--- config.mk ---
export PLATFORM = sky130hd
export DESIGN_NAME = dft_sqrt_sched_flat
export DESIGN_NICKNAME = d
export VERILOG_FILES = /design/src/rtl/dft_sqrt_sched_if.sv /design/src/rtl/dft_sqrt_sched.sv /design/src/flat_wrapper.sv
export SDC_FILE = /design/constraint.sdc
export NUM_CORES = 1
export LEC_CHECK = 0
export ABC_AREA = 1
export ABC_CLOCK_PERIOD_IN_PS = 1500
export BUFFER_PORTS_ARGS = -buffer_cell sky130_fd_sc_hd__buf_4
export CELL_PAD_IN_SITES_DETAIL_PLACEMENT = 0
export CELL_PAD_IN_SITES_GLOBAL_PLACEMENT = 1
export CORE_MARGIN = 1.5
export CORE_UTILIZATION = 28
export DETAILED_ROUTE_END_ITERATION = 7
export HOLD_SLACK_MARGIN = 0.05
export PLACE_DENSITY = 0.87
export SLEW_MARGIN = 10
export SYNTH_ARGS = -nofsm -noshare
export SYNTH_HDL_FRONTEND = slang
export SYNTH_SLANG_ARGS = --single-unit
--- constraint.sdc ---
create_clock -name clk -period 1.5 [get_ports clk]
set_input_delay 0.225 -clock clk [delete_from_list [all_inputs] [get_ports clk]]
set_output_delay 0.225 -clock clk [all_outputs]
set_load 0.005 [all_outputs]
--- src/rtl/dft_sqrt_sched_if.sv ---
// Requester and sqrt-core signal bundle for the shared sqrt scheduler.
// slave = scheduler side, master = requester/core side.
interface dft_sqrt_sched_if #(
   parameter int DATA_W = 32,
   parameter int N_REQ  = 4
);
   logic [N_REQ*DATA_W-1:0] req_data;
   logic [N_REQ-1:0]        req_valid;
   logic [N_REQ-1:0]        req_ready;
   logic [DATA_W/2-1:0]     rsp_result;
   logic [N_REQ-1:0]        rsp_valid;
   logic                    rsp_ready;
   logic [DATA_W-1:0]       sqrt_data;
   logic                    sqrt_valid;
   logic [DATA_W/2-1:0]     sqrt_result;
   logic                    sqrt_done;

   modport slave (
      input  req_data, req_valid, rsp_ready, sqrt_result, sqrt_done,
      output req_ready, rsp_result, rsp_valid, sqrt_data, sqrt_valid
   );

   modport master (
      output req_data, req_valid, rsp_ready, sqrt_result, sqrt_done,
      input  req_ready, rsp_result, rsp_valid, sqrt_data, sqrt_valid
   );
endinterface

--- src/rtl/dft_sqrt_sched.sv ---
// Round-robin scheduler sharing one sqrt core among N_REQ requesters:
// accept, issue, wait (with timeout), respond.
module dft_sqrt_sched #(
   parameter int DATA_W  = 32,
   parameter int N_REQ   = 4,
   parameter int TIMEOUT = 64
) (
   input  logic            clk,
   input  logic            rst,
   dft_sqrt_sched_if.slave bus,
   output logic            busy,
   output logic            timeout_err
);
   localparam int RES_W = DATA_W / 2;
   localparam int GW    = $clog2(N_REQ);
   localparam int CW    = $clog2(TIMEOUT);

   typedef enum logic [1:0] {IDLE, ISSUE, WAIT, RESP} state_t;

   state_t            state;
   logic [GW-1:0]     last_grant;
   logic [GW-1:0]     grant;
   logic [GW-1:0]     pick;
   logic              pick_vld;
   logic [GW:0]       idx;
   logic [CW-1:0]     wait_cnt;
   logic [DATA_W-1:0] radicand;
   logic [RES_W-1:0]  result;
   logic [N_REQ-1:0]  rsp_vld;
   logic              sqrt_vld;
   logic [N_REQ-1:0]  grant_oh;

   // Rotating priority: scan upward from last_grant+1, wrapping at N_REQ.
   always_comb begin
      pick     = last_grant;
      pick_vld = 1'b0;
      idx      = '0;
      for (int k = 1; k <= N_REQ; k++) begin
         idx = {1'b0, last_grant} + (GW+1)'(k);
         if (idx >= (GW+1)'(N_REQ)) idx = idx - (GW+1)'(N_REQ);
         if (!pick_vld && bus.req_valid[idx[GW-1:0]]) begin
            pick_vld = 1'b1;
            pick     = idx[GW-1:0];
         end
      end
   end

   assign grant_oh       = N_REQ'(1) << grant;
   assign bus.req_ready  = (state == IDLE && !rst && pick_vld) ? (N_REQ'(1) << pick) : '0;
   assign bus.rsp_valid  = rsp_vld;
   assign bus.rsp_result = result;
   assign bus.sqrt_data  = radicand;
   assign bus.sqrt_valid = sqrt_vld;

   always_ff @(posedge clk) begin
      if (rst) begin
         state       <= IDLE;
         last_grant  <= GW'(N_REQ - 1);
         grant       <= '0;
         wait_cnt    <= '0;
         radicand    <= '0;
         result      <= '0;
         rsp_vld     <= '0;
         sqrt_vld    <= 1'b0;
         busy        <= 1'b0;
         timeout_err <= 1'b0;
      end else begin
         case (state)
            IDLE: begin
               if (pick_vld) begin
                  grant    <= pick;
                  radicand <= bus.req_data[int'(pick)*DATA_W +: DATA_W];
                  sqrt_vld <= 1'b1;
                  busy     <= 1'b1;
                  state    <= ISSUE;
               end
            end
            ISSUE: begin
               sqrt_vld <= 1'b0;
               wait_cnt <= '0;
               state    <= WAIT;
            end
            WAIT: begin
               wait_cnt <= wait_cnt + 1'b1;
               // A done arriving on the last allowed cycle still counts as success.
               if (bus.sqrt_done) begin
                  result  <= bus.sqrt_result;
                  rsp_vld <= grant_oh;
                  state   <= RESP;
               end else if (wait_cnt == CW'(TIMEOUT - 1)) begin
                  result      <= '0;
                  timeout_err <= 1'b1;
                  rsp_vld     <= grant_oh;
                  state       <= RESP;
               end
            end
            RESP: begin
               if (bus.rsp_ready) begin
                  rsp_vld    <= '0;
                  last_grant <= grant;
                  busy       <= 1'b0;
                  state      <= IDLE;
               end
            end
            default: state <= IDLE;
         endcase
      end
   end
endmodule

--- src/flat_wrapper.sv ---
// flat-port wrapper written by rule: the top's interface ports become plain ports
module dft_sqrt_sched_flat 
#(
   parameter int DATA_W  = 32,
   parameter int N_REQ   = 4,
   parameter int TIMEOUT = 64
)
  (clk, rst, busy, timeout_err, bus_req_data, bus_req_valid, bus_rsp_ready, bus_sqrt_result, bus_sqrt_done, bus_req_ready, bus_rsp_result, bus_rsp_valid, bus_sqrt_data, bus_sqrt_valid);
  dft_sqrt_sched_if #(.DATA_W(DATA_W), .N_REQ(N_REQ)) bus_i ();
  input  logic clk;
  input  logic rst;
  output logic busy;
  output logic timeout_err;
  input wire logic [$bits(bus_i.req_data)-1:0] bus_req_data;
  input wire logic [$bits(bus_i.req_valid)-1:0] bus_req_valid;
  input wire logic [$bits(bus_i.rsp_ready)-1:0] bus_rsp_ready;
  input wire logic [$bits(bus_i.sqrt_result)-1:0] bus_sqrt_result;
  input wire logic [$bits(bus_i.sqrt_done)-1:0] bus_sqrt_done;
  output wire logic [$bits(bus_i.req_ready)-1:0] bus_req_ready;
  output wire logic [$bits(bus_i.rsp_result)-1:0] bus_rsp_result;
  output wire logic [$bits(bus_i.rsp_valid)-1:0] bus_rsp_valid;
  output wire logic [$bits(bus_i.sqrt_data)-1:0] bus_sqrt_data;
  output wire logic [$bits(bus_i.sqrt_valid)-1:0] bus_sqrt_valid;
  assign bus_i.req_data = bus_req_data;
  assign bus_i.req_valid = bus_req_valid;
  assign bus_i.rsp_ready = bus_rsp_ready;
  assign bus_i.sqrt_result = bus_sqrt_result;
  assign bus_i.sqrt_done = bus_sqrt_done;
  assign bus_req_ready = bus_i.req_ready;
  assign bus_rsp_result = bus_i.rsp_result;
  assign bus_rsp_valid = bus_i.rsp_valid;
  assign bus_sqrt_data = bus_i.sqrt_data;
  assign bus_sqrt_valid = bus_i.sqrt_valid;
  dft_sqrt_sched #(.DATA_W(DATA_W), .N_REQ(N_REQ), .TIMEOUT(TIMEOUT)) u_core (.clk(clk), .rst(rst), .bus(bus_i), .busy(busy), .timeout_err(timeout_err));
endmodule
== After elaboration in Yosys (flattened, before gate mapping) ==
Index checks and enable logic that the tools add are counted.
Word-level totals
  register bits: 67
  input port bits: 152
  logic and storage cells: 98
  output and inout bits: 59
  memories: 0
  bits in read-only memories: 0
  RAM bits: 0
  bits in latches: 0
Operators by class
  $add $sub $neg: 9
  equal/unequal tests: 7
  multipliers: 0
  bitwise logic cells: 1
  divide/modulo/power cells: 0
  multiplexer cells: 37
  reductions and logical operators: 23
  order comparisons: 8
  shift operators: 3
Operator list (number)
  128-bit by 8-bit indexed part select with 32-bit output: 1
  16-bit two-way mux: 2
  2-bit two-way mux: 12
  4-bit two-way mux: 4
  3-bit >= comparator (second input constant): 4
  2-bit by 3-bit < comparator with 1-bit output (second input constant): 4
  6-bit case mux with 2 select lines: 1
  3-bit AND reduction: 4
  1-bit two-way mux: 10
  2-bit nonzero test: 5
  1-bit binary-select mux with 2-bit select: 4
  2-bit case mux with 4 select lines: 1
  4-bit case mux with 2 select lines: 1
  2-bit AND reduction: 4
  1-bit by 2-bit left shift with 4-bit output (first input constant): 2
  2-bit by 1-bit subtractor with 2-bit output (second input constant): 4
  2-bit by 2-bit adder with 3-bit output (second input constant): 2
  6-bit by 1-bit adder with 6-bit output (second input constant): 1
  6-bit == test (second input constant): 1
  1-bit logical AND: 5
  2-bit == test (second input constant): 2
  1-bit zero test: 4
  1-bit case mux with 2 select lines: 2
  2-bit by 1-bit adder with 3-bit output (second input constant): 1
  7 further kinds: 7

== Longest topological paths before layout ==
Gate-level depths: netlist of run 1.
  word-level depth: 17
  mapped depth: 14
  gate-level depth less buffers: 13

== Worst setup path after synthesis of run 1 ==
Ideal clock, no wire load.
  path kind: reg-to-output
  from: register u_core.last_grant[0]
  to: output bus_req_ready[2]
  data required time: 1.275 ns
  stages on the path, launching flop included: 13
  arrival: 1.505 ns
  path buffers: 2
  path slack: -0.230 ns
  cell sequence: dfxtp_1 -> buf_6 -> nand2_1 -> nand2_2 -> nand2_2 -> nand2_4 -> inv_4 -> nand3_2 -> inv_1 -> nand2_1 -> nand2_2 -> buf_6 -> nor3_1
On the way
  cells in the longest elaborated chain, start to end: 17
  elaborated cells between the ends (all ways): 41
  those cells by class: add/sub: 8; order compare: 4; shift: 1; mux: 21; reduce/logical: 7
RTL lines
  start, declared: RTL line dft_sqrt_sched.sv:21  | logic [GW-1:0] last_grant;
  start signal, assigned: RTL line dft_sqrt_sched.sv:58  | last_grant <= GW'(N_REQ - 1);
  start signal, assigned: RTL line dft_sqrt_sched.sv:100  | last_grant <= grant;
  2-bit by 1-bit adder with 3-bit output: RTL line dft_sqrt_sched.sv:39  | idx = {1'b0, last_grant} + (GW+1)'(k);
  3-bit >= comparator / 2-bit by 1-bit subtractor with 2-bit output (equally long branches): RTL line dft_sqrt_sched.sv:40  | if (idx >= (GW+1)'(N_REQ)) idx = idx - (GW+1)'(N_REQ);
  2-bit two-way mux: RTL line dft_sqrt_sched.sv:40
  1-bit binary-select mux with 2-bit select: RTL line dft_sqrt_sched.sv:41  | if (!pick_vld && bus.req_valid[idx[GW-1:0]]) begin
  1-bit two-way mux (implied by the code): RTL line dft_sqrt_sched.sv:41
  1-bit two-way mux: RTL line dft_sqrt_sched.sv:41
  1-bit zero test: RTL line dft_sqrt_sched.sv:41
  1-bit logical AND: RTL line dft_sqrt_sched.sv:41
  1-bit two-way mux: RTL line dft_sqrt_sched.sv:41
  1-bit zero test: RTL line dft_sqrt_sched.sv:41
  1-bit logical AND: RTL line dft_sqrt_sched.sv:41
  1-bit two-way mux: RTL line dft_sqrt_sched.sv:41
  1-bit zero test: RTL line dft_sqrt_sched.sv:41
  1-bit logical AND: RTL line dft_sqrt_sched.sv:41
  2-bit two-way mux / 1-bit two-way mux (equally long branches): RTL line dft_sqrt_sched.sv:41
  1-bit by 2-bit left shift with 4-bit output / 1-bit logical AND (equally long branches): RTL line dft_sqrt_sched.sv:49  | assign bus.req_ready = (state == IDLE && !rst && pick_vld) ? (N_REQ'(1) << pick) : '0;
  4-bit two-way mux *: RTL line dft_sqrt_sched.sv:49
  end, declared: RTL line flat_wrapper.sv:19  | output wire logic [$bits(bus_i.req_ready)-1:0] bus_req_ready;
Every way passes the cells marked *; elsewhere a longest branch is shown, timed or not. The select of a mux whose other input is x is not followed.

== Worst setup path in the final report of run 1 ==
Same ends and word-level chain as after synthesis.

==> results.cfg, run 1 <==
[drt]
via_per_inst = 4.95
postRouteAntennaNets = 0
drc = 0
drt-initial-drc-count = 268
firstDrtPassIters = 4
vias = 5229
wire_per_inst_microns = 15.9
wl_mm = 16.8

[timing]
fin_ws_ns = -0.657
fin_skew_ns = 0.00766
hold_viol_final = 0
period_minus_slack_ns = 2.16
setup_viol = 42
fin_hold_ws_ns = 0.159
fin_crit_sh = 1.44
slew_violations = 0
rsz0062_at_grt = yes
fmax_mhz = 464
tightest_slew_ns = 0.329
slew-limit-headroom = 0.781

[power_and_ir_drop]
pwr_density_cell_nw_per_um2 = 1680
leakagePower_nw = 3.51
finalPower_mw = 12.1
vdd_drop_max_uv = 732

[placed_design]
port_buffers = 210
gp_congestion = 0.870
place_worst_setup_slack_ns = -0.405
dpl.hpwl_mm = 11.9
numPlacedInstances = 1025

[global_routing]
grtUsageTotal = 0.211
grt_start_max_net_pins = 65
overflow = 0
antenna_found_initial = 0
grt_pass1_vias = 5083
grt_pass1_wl_mm = 26.2

[synth]
yosysTopAreaCell = dfxtp_1
ys.flop_type = dfxtp_1
ys_seq_area_frac = 0.323
ys.warnings.count = 0
synth_area_sq_um = 4150
synth-compound-area-share = 0.0555
syn-num-nets = 770
yosysTopAreaCellShare = 0.323
synth_xor_area_frac = 0.00211
synthAdderAreaFrac = 0.0181
muxShareOfSynthArea = 0
async_flop_share = 0
synthCells = 612
synth_cell_types = 32
synth-simple-area-share = 0.498
ys_ff_latch = 67
synth.most_common_cell = nand3_1
synth_edf_count = 0
synth_top_family_by_area = simple AND/OR/NAND/NOR gates
avgSynthCellArea_sq_um = 6.78
synth_commonest_cells = 218 x nand3_1, 145 x nand2_1, 67 x dfxtp_1
ys_top_cells_by_area = dfxtp_1 32%, nand3_1 26%, nand2_1 13%

[setup_path]
r2r_cells = 17
cp.required_ns = 1.27
start_kind = flip-flop
crit_fanout = 7
cp_data_arrival_time_ns = 1.93
endpoint_kind = primary output
rr_startpoint = u_core.last_grant[0]
r2r_end = u_core.bus.sqrt_data[13]
critPathKind = reg2out
r2r_slack_ns = -0.56

[die]
io_pins = 211
fp.dieW_microns = 125
start_util = 0.287
coreArea_sq_um = 14500
die_area_sq_um = 15600
core.rowCount = 44
die_y_microns = 125

[worst_hold_path]
hp-class = in2reg
min_to = u_core.bus.rsp_result[13]
min_path_cells = 3
hp-start = bus_sqrt_result[13]

[final_layout]
antennaDiodeCount = 0
drive_above_1_share = 0.467
syn_to_final_growth_pct = 73.4
final_core_util = 0.497
final_cells = 1057
layout.nets = 1027

[clock_tree]
clockRootBuffer = clkbuf_16
cts_tree = done
ctsHtreeMaxLevel = 3
cts_sinks = 67
clock_latency_ns = 0.34
cts_buffers = 9
path_clk_slew_ns = 0.06
clockBufferDepth = 2

[job]
cap_violations = 0

[run_status]
violations = negative setup slack
status = finished, violations left
## cell type report
class	instances	area [sq um]
flip-flops and latches	67	1360
repair buffers	291	2500
clock buffers	11	253
fillers	1423	7280
multi-input cells	475	2700
well taps	184	230
inverters	25	114
clock inverters	4	50.0
## power breakdown
part | total, mW | switching (mW) | leakage (nW) | internal, mW
logic | 6.99 | 3.48 | 2.82 | 3.51
registers | 2.90 | 0.455 | 0.551 | 2.44
clock network | 2.21 | 0.843 | 0.144 | 1.37
## per-layer routing
layer	wire length, microns	up-vias	global-route usage	share of wire
met1	6730	2377	0.249	0.40
li1	-	2610	-	-
met4	405	0	0.0778	0.024
met5	0	-	0	0
met3	1640	27	0.0670	0.097
met2	8030	215	0.356	0.48
## logic make-up after synthesis
group           after synthesis
simple gates                425
fa+ha+maj                     6
compound gates               43
flops                        67
buf+inv                      70
xor+xnor                      1
## worst max path at each step
stage,from,to,slack [ns]
after detailed placement,u_core.last_grant[0],bus_req_ready[3],-0.41
final,u_core.last_grant[0],bus_req_ready[2],-0.66
after floorplan,u_core.last_grant[0],bus_req_ready[0],-0.12
after global routing,u_core.last_grant[0],bus_req_ready[2],-0.73
after CTS,u_core.last_grant[0],bus_req_ready[2],-0.65
after global placement,u_core.last_grant[0],bus_req_ready[3],-0.35
## flip-flops by register name (all words and copies together) (netlist names)
| register | cells |
|---|---|
| u_core.bus.rsp_result | 16 |
| u_core.bus.rsp_valid | 4 |
| u_core.bus.sqrt_data | 32 |
| u_core.bus.sqrt_valid | 1 |
| u_core.busy | 1 |
| u_core.grant | 2 |
| u_core.last_grant | 2 |
| u_core.state | 2 |
| u_core.timeout_err | 1 |
| u_core.wait_cnt | 6 |
## stage by stage
step | area [sq um] | TNS, ns
floorplan | 4230 | -3.64
global placement | 6310 | -11.48
detailed placement | 6310 | -13.24
CTS | 7020 | -16.37
global route | 7200 | -24.32
finish | 7200 | -20.26
## layout by cell type (no fill, tap or decap), drive strengths merged
| cell | count |
|---|---|
| a31oi | 1 |
| ha | 6 |
| inv | 25 |
| nor3 | 7 |
| o211ai | 3 |
| o22ai | 1 |
| and3 | 1 |
| nor2 | 19 |
| clkinv | 1 |
| bufinv | 1 |
| clkinvlp | 2 |
| a211oi | 1 |
| buf | 290 |
| nand4 | 2 |
| o21a | 1 |
| nand2 | 157 |
| bufbuf | 1 |
| dfxtp | 67 |
| clkbuf | 11 |
| xnor2 | 1 |
| a21oi | 27 |
| nand3 | 239 |
| o21ai | 9 |
## what timing repair did
item                                    in CTS  in global routing
pin swaps                                   30                 21
endpoints found under the setup margin      46                 55
hold buffers                                 0                  0
cloned                                       4                  0
setup buffers                               11                  4
resized for setup                           72                 41
## worst max-delay path, stage by stage (launching register included)
cell	delay [ns]
dfxtp_4	0.38
buf_6	0.13
nand2_4	0.05
nand2_4	0.06
nand2_4	0.08
nand2_4	0.09
inv_6	0.09
nand2_2	0.06
nand2_4	0.08
nand2_4	0.07
buf_12	0.13
nor3_4	0.22
buf_4	0.15
(Power assumes the default switching activity.)
==> run 2: changes to the inputs <==
Settings changed: CAP_MARGIN set to 0, GPL_TIMING_DRIVEN set to 0, SETUP_SLACK_MARGIN set to 0.5.
==> run 2 against run 1 <==
  * The flow still finishes with violations (negative setup slack)
  * First-iteration DRC count decreased by 4.5%
  * Fmax decreased by 1.0%
  * Largest cell class unchanged
  * Clock skew increased by 0.0011 ns
  * Critical path type unchanged
  * Routed wire length increased by 10%
  * Sequential cell count unchanged
  * Critical path depth decreased by 1
  * Hold slack improved by 0.0011 ns
==> results.cfg, run 2 (synthesis results as in run 1) <==
[setup_path]
critPathKind = reg2out
rr_startpoint = u_core.last_grant[0]
r2r_slack_ns = -0.46
cpMaxStageDelayCell = dfxtp_4
crit_fanout = 6
path_buf_inv = 3
start_kind = flip-flop
crit_start = u_core.last_grant[0]
crit_family = simple AND/OR/NAND/NOR gates
endpoint_kind = primary output
r2r_cells = 14
cp_data_arrival_time_ns = 1.95
cpPeakStageDelay_ns = 0.38
cp.required_ns = 1.27
crit_chain = buf_6, nand2_1, nand3_2, nand2_2, o21ai_2, nand2_1, nand2_2, nand2_4, buf_8, nor3_4, buf_4
r2r_end = u_core.bus.sqrt_data[26]

[drt]
postRouteAntennaNets = 0
drt-initial-drc-count = 256
wire_per_inst_microns = 16.9
via_per_inst = 4.97
firstDrtPassIters = 5
drc = 0
wl_mm = 18.5
vias = 5446

[placed_design]
numPlacedInstances = 1004
gp_congestion = 0.844
port_buffers = 208
dpl.hpwl_mm = 12.4
postPlaceCellArea_sq_um = 6260
place_worst_setup_slack_ns = -0.530

[clock_tree]
cts_sinks = 67
ctsHtreeMaxLevel = 3
cts_buffers = 9
clock_latency_ns = 0.34
path_clk_slew_ns = 0.05
ctsHoldBuffers = 0
clockRootBuffer = clkbuf_16
cts_tree = done
clockBufferDepth = 2

[worst_hold_path]
min_to = u_core.bus.rsp_result[10]
hp-start = bus_sqrt_result[10]
hp-class = in2reg
min_path_cells = 3

[die]
coreArea_sq_um = 14500
io_pins = 211
die_area_sq_um = 15600
fp.dieW_microns = 125
core.rowCount = 44
start_util = 0.287
die_y_microns = 125

[final_layout]
final_cell_mix = 216 x buf_4, 190 x nand3_1, 126 x nand2_1, 89 x buf_6, 55 x dfxtp_2
layout.nets = 1065
final_cell_area_sq_um = 8090
nFillCells = 1357
largest_reg_flops = 32
final_cells = 1095
drive_above_1_share = 0.600
final_core_util = 0.559
syn_to_final_growth_pct = 94.9
antennaDiodeCount = 0
final_common_cell = buf_4

[timing]
fin_ws_ns = -0.678
tightest_slew_ns = 0.729
setup_viol = 42
slew-limit-headroom = 0.514
slew_violations = 0
period_minus_slack_ns = 2.18
fin_skew_ns = 0.00880
rsz0062_at_grt = yes
hold_viol_final = 0
setup-tns-final_ns = -17.75
fmax_mhz = 459
fin_crit_sh = 1.45

[global_routing]
overflow = 0
grtUsageTotal = 0.218
antenna_found_initial = 0
grt_pass1_wl_mm = 27.4
grt_pass1_vias = 5214
grt_start_max_net_pins = 12

[run_status]
violations = negative setup slack
status = finished, violations left

[power_and_ir_drop]
leakagePower_nw = 3.80
pwr_density_cell_nw_per_um2 = 1600
vdd_drop_max_uv = 1030

[job]
cap_violations = 0
## run 2: what timing repair did
action,4_1_cts,5_1_grt
pin swaps,36,28
setup endpoints to repair,126,126
resized for setup,151,123
setup buffers,37,34
gates cloned,2,3
## run 2: worst max path at each step
stage	to	slack, ns	cells after the start
after floorplan	bus_req_ready[0]	-0.12	11
after global placement	bus_req_ready[1]	-0.53	13
after detailed placement	bus_req_ready[3]	-0.53	13
after CTS	bus_req_ready[2]	-0.69	13
after global routing	bus_req_ready[0]	-0.79	11
final	bus_req_ready[0]	-0.68	11
## run 2: per-layer routing
metal / GRT usage / wire length (microns) / up-vias / share of wire
met5: 0 / 0 / - / 0
met4: 0.0649 / 352 / 0 / 0.019
met3: 0.0636 / 1550 / 27 / 0.084
met2: 0.374 / 9300 / 198 / 0.50
met1: 0.263 / 7300 / 2532 / 0.39
li1: - / - / 2689 / -
## run 2: worst reg2reg max path: cells and delay by family (launching register included)
family	cells	cell delay [ns]
AND/OR/NAND/NOR	10	0.96
buffers and inverters	4	0.58
flip-flops	1	0.36
## run 2: per-stage QoR
stage                     hold slack (ns)  total power [mW]
final                               0.160              13.0
after global routing                0.152              13.8
after CTS                           0.140              11.9
after detailed placement            0.440              8.70
after global placement              0.436              8.66
after floorplan                     0.390              6.41
## run 2: where the power goes
group          total (mW)  switching (mW)  leakage (nW)  internal (mW)
registers            3.11           0.532         0.575           2.58
logic                7.81            3.82          3.09           3.99
clock network        2.04           0.836         0.133           1.21
## run 2: cell type report
cell class	count	area, sq um	area share
multi-input combinational	475	3050	0.377
timing repair buffer	284	2450	0.302
sequential	67	1440	0.178
buffer	45	520	0.0643
clock buffer	11	254	0.0314
tap	184	230	0.0285
inverter	25	128	0.0158
clock inverter	4	25.0	0.00309
==> run 3: changes to the inputs <==
Settings changed: BUFFER_PORTS_ARGS -buffer_cell sky130_fd_sc_hd__buf_4 to -buffer_cell sky130_fd_sc_hd__buf_2.
==> run 3 against run 2 <==
  * The run still ends with negative setup slack left
  * First-iteration DRC count down 27%
  * Critical path depth is 1 higher
  * Largest cell class unchanged
  * Clock-buffer cell count unchanged
  * Largest power group unchanged
  * Critical path type unchanged
  * Critical endpoint is now bus_req_ready[2]
==> results.cfg, run 3 (synthesis results as in run 1) <==
[die]
die_area_sq_um = 15600
core.rowCount = 44
fp.dieW_microns = 125
io_pins = 211
coreArea_sq_um = 14500
die_y_microns = 125
start_util = 0.287

[clock_tree]
clock_latency_ns = 0.34
cts_sinks = 67
cts_tree = done
ctsHtreeMaxLevel = 3
cts_buffers = 9
path_clk_slew_ns = 0.06
clockBufferDepth = 2
clockRootBuffer = clkbuf_16

[placed_design]
place_worst_setup_slack_ns = -0.531
dpl.hpwl_mm = 12.3
numPlacedInstances = 1004
port_buffers = 208
gp_congestion = 0.858
postPlaceCellArea_sq_um = 5740

[setup_path]
r2r_slack_ns = -0.61
endpoint_kind = primary output
path_buf_inv = 4
crit_fanout = 7
crit_family = simple AND/OR/NAND/NOR gates
cpMaxStageDelayCell = dfxtp_4
crit_chain = buf_8, nand2_4, nand2_4, nand2_4, nand2_4, o21ai_2, buf_4, nand3_2, nand2_4, buf_8, nor3_4, buf_2
cp.required_ns = 1.27
r2r_cells = 15
crit_top_cell = nand2_4
cp_data_arrival_time_ns = 1.94
start_kind = flip-flop
critPathKind = reg2out
cpPeakStageDelay_ns = 0.38
cp_num_cells = 12

[global_routing]
grt_pass1_wl_mm = 26.8
overflow = 0
grtUsageTotal = 0.216
grt_pass1_vias = 5267
antenna_found_initial = 4
grt_start_max_net_pins = 13

[worst_hold_path]
min_path_cells = 3
hp-class = in2reg

[final_layout]
final_cell_area_sq_um = 7960
largest_reg_flops = 32
nFillCells = 1359
layout.nets = 1068
final_cells = 1101
final_cell_mix = 189 x buf_2, 149 x nand3_1, 119 x nand2_1, 74 x nand3_2, 58 x dfxtp_2
drive_above_1_share = 0.658
final_common_cell = buf_2
syn_to_final_growth_pct = 91.8

[timing]
fmax_mhz = 462
fin_hold_ws_ns = 0.130
setup_viol = 42
tightest_slew_ns = 0.865
fin_crit_sh = 1.44
fin_ws_ns = -0.663
fin_skew_ns = 0.00858
rsz0062_at_grt = yes
slew_violations = 0
slew-limit-headroom = 0.423
period_minus_slack_ns = 2.16
hold_viol_final = 0

[run_status]
violations = negative setup slack
status = finished, violations left

[drt]
wire_per_inst_microns = 16.6
firstDrtPassIters = 5
postRouteAntennaNets = 0
wl_mm = 18.3
via_per_inst = 5.00
drt-initial-drc-count = 188
drc = 0
vias = 5507

[job]
cap_violations = 0

[power_and_ir_drop]
leakagePower_nw = 3.76
pwr_density_cell_nw_per_um2 = 1650
vdd_drop_max_uv = 870
## run 3: changes by cell type in the layout (fill, tap and decap cells not counted), sizes merged
cell / change
bufbuf: +2
clkbuf: +2
clkinv: -2
clkinvlp: +2
diode: +2
buf: -1
inv: +1
## run 3: layout make-up
type	instances	area [sq um]	share of cell area
flip-flops and latches	67	1430	0.180
repair buffers	287	2030	0.256
clock buffers	11	253	0.0317
inverters	25	124	0.0156
clock inverters	5	36.3	0.00456
well taps	184	230	0.0289
diodes	2	5.00	0.000629
plain buffers	45	531	0.0666
multi-input cells	475	3320	0.416
## run 3: worst min-delay path, stage by stage
cell	delay (ns)
buf_2	0.10
nand3_2	0.07
a21oi_2	0.04
## run 3: where the power goes
part           switching, mW  total, mW  leakage (nW)  internal, mW
registers              0.450       3.02         0.574          2.57
clock network          0.850       2.06         0.134          1.21
logic                   4.11       8.03          3.06          3.92
total                   5.41       13.1          3.76          7.70
## run 3: path summary, 6_finish.rpt
| path | startpoint | end |
|---|---|---|
| setup reg to reg | u_core.last_grant[0] | u_core.bus.sqrt_data[2] |
| setup / recovery | u_core.last_grant[0] | bus_req_ready[2] |
| hold reg to reg | u_core.bus.sqrt_data[13] | u_core.bus.sqrt_data[13] |
| hold / removal | bus_sqrt_result[0] | u_core.bus.rsp_result[0] |
## run 3: repair_timing
item                       CTS  global route
hold endpoints to repair     0             0
gates cloned                 4             5
hold buffers                 0             0
buffers inserted            54            16
setup endpoints to repair  123           126
resized for setup          188           116
pin swaps                   40            80
## run 3: per-stage QoR
stage | utilization | total power, mW | setup TNS [ns]
after floorplan | - | 6.41 | -3.83
after global placement | 0.397 | 8.20 | -14.55
after detailed placement | 0.397 | 8.25 | -14.93
after CTS | 0.496 | 12.1 | -17.53
after global routing | 0.550 | 13.9 | -25.90
final | 0.550 | 13.1 | -22.28
## run 3: layer usage
layer  share of wire  track usage
met5          0.0014            0
met3           0.073       0.0580
met1            0.40        0.250
met2            0.50        0.381
met4           0.019       0.0764
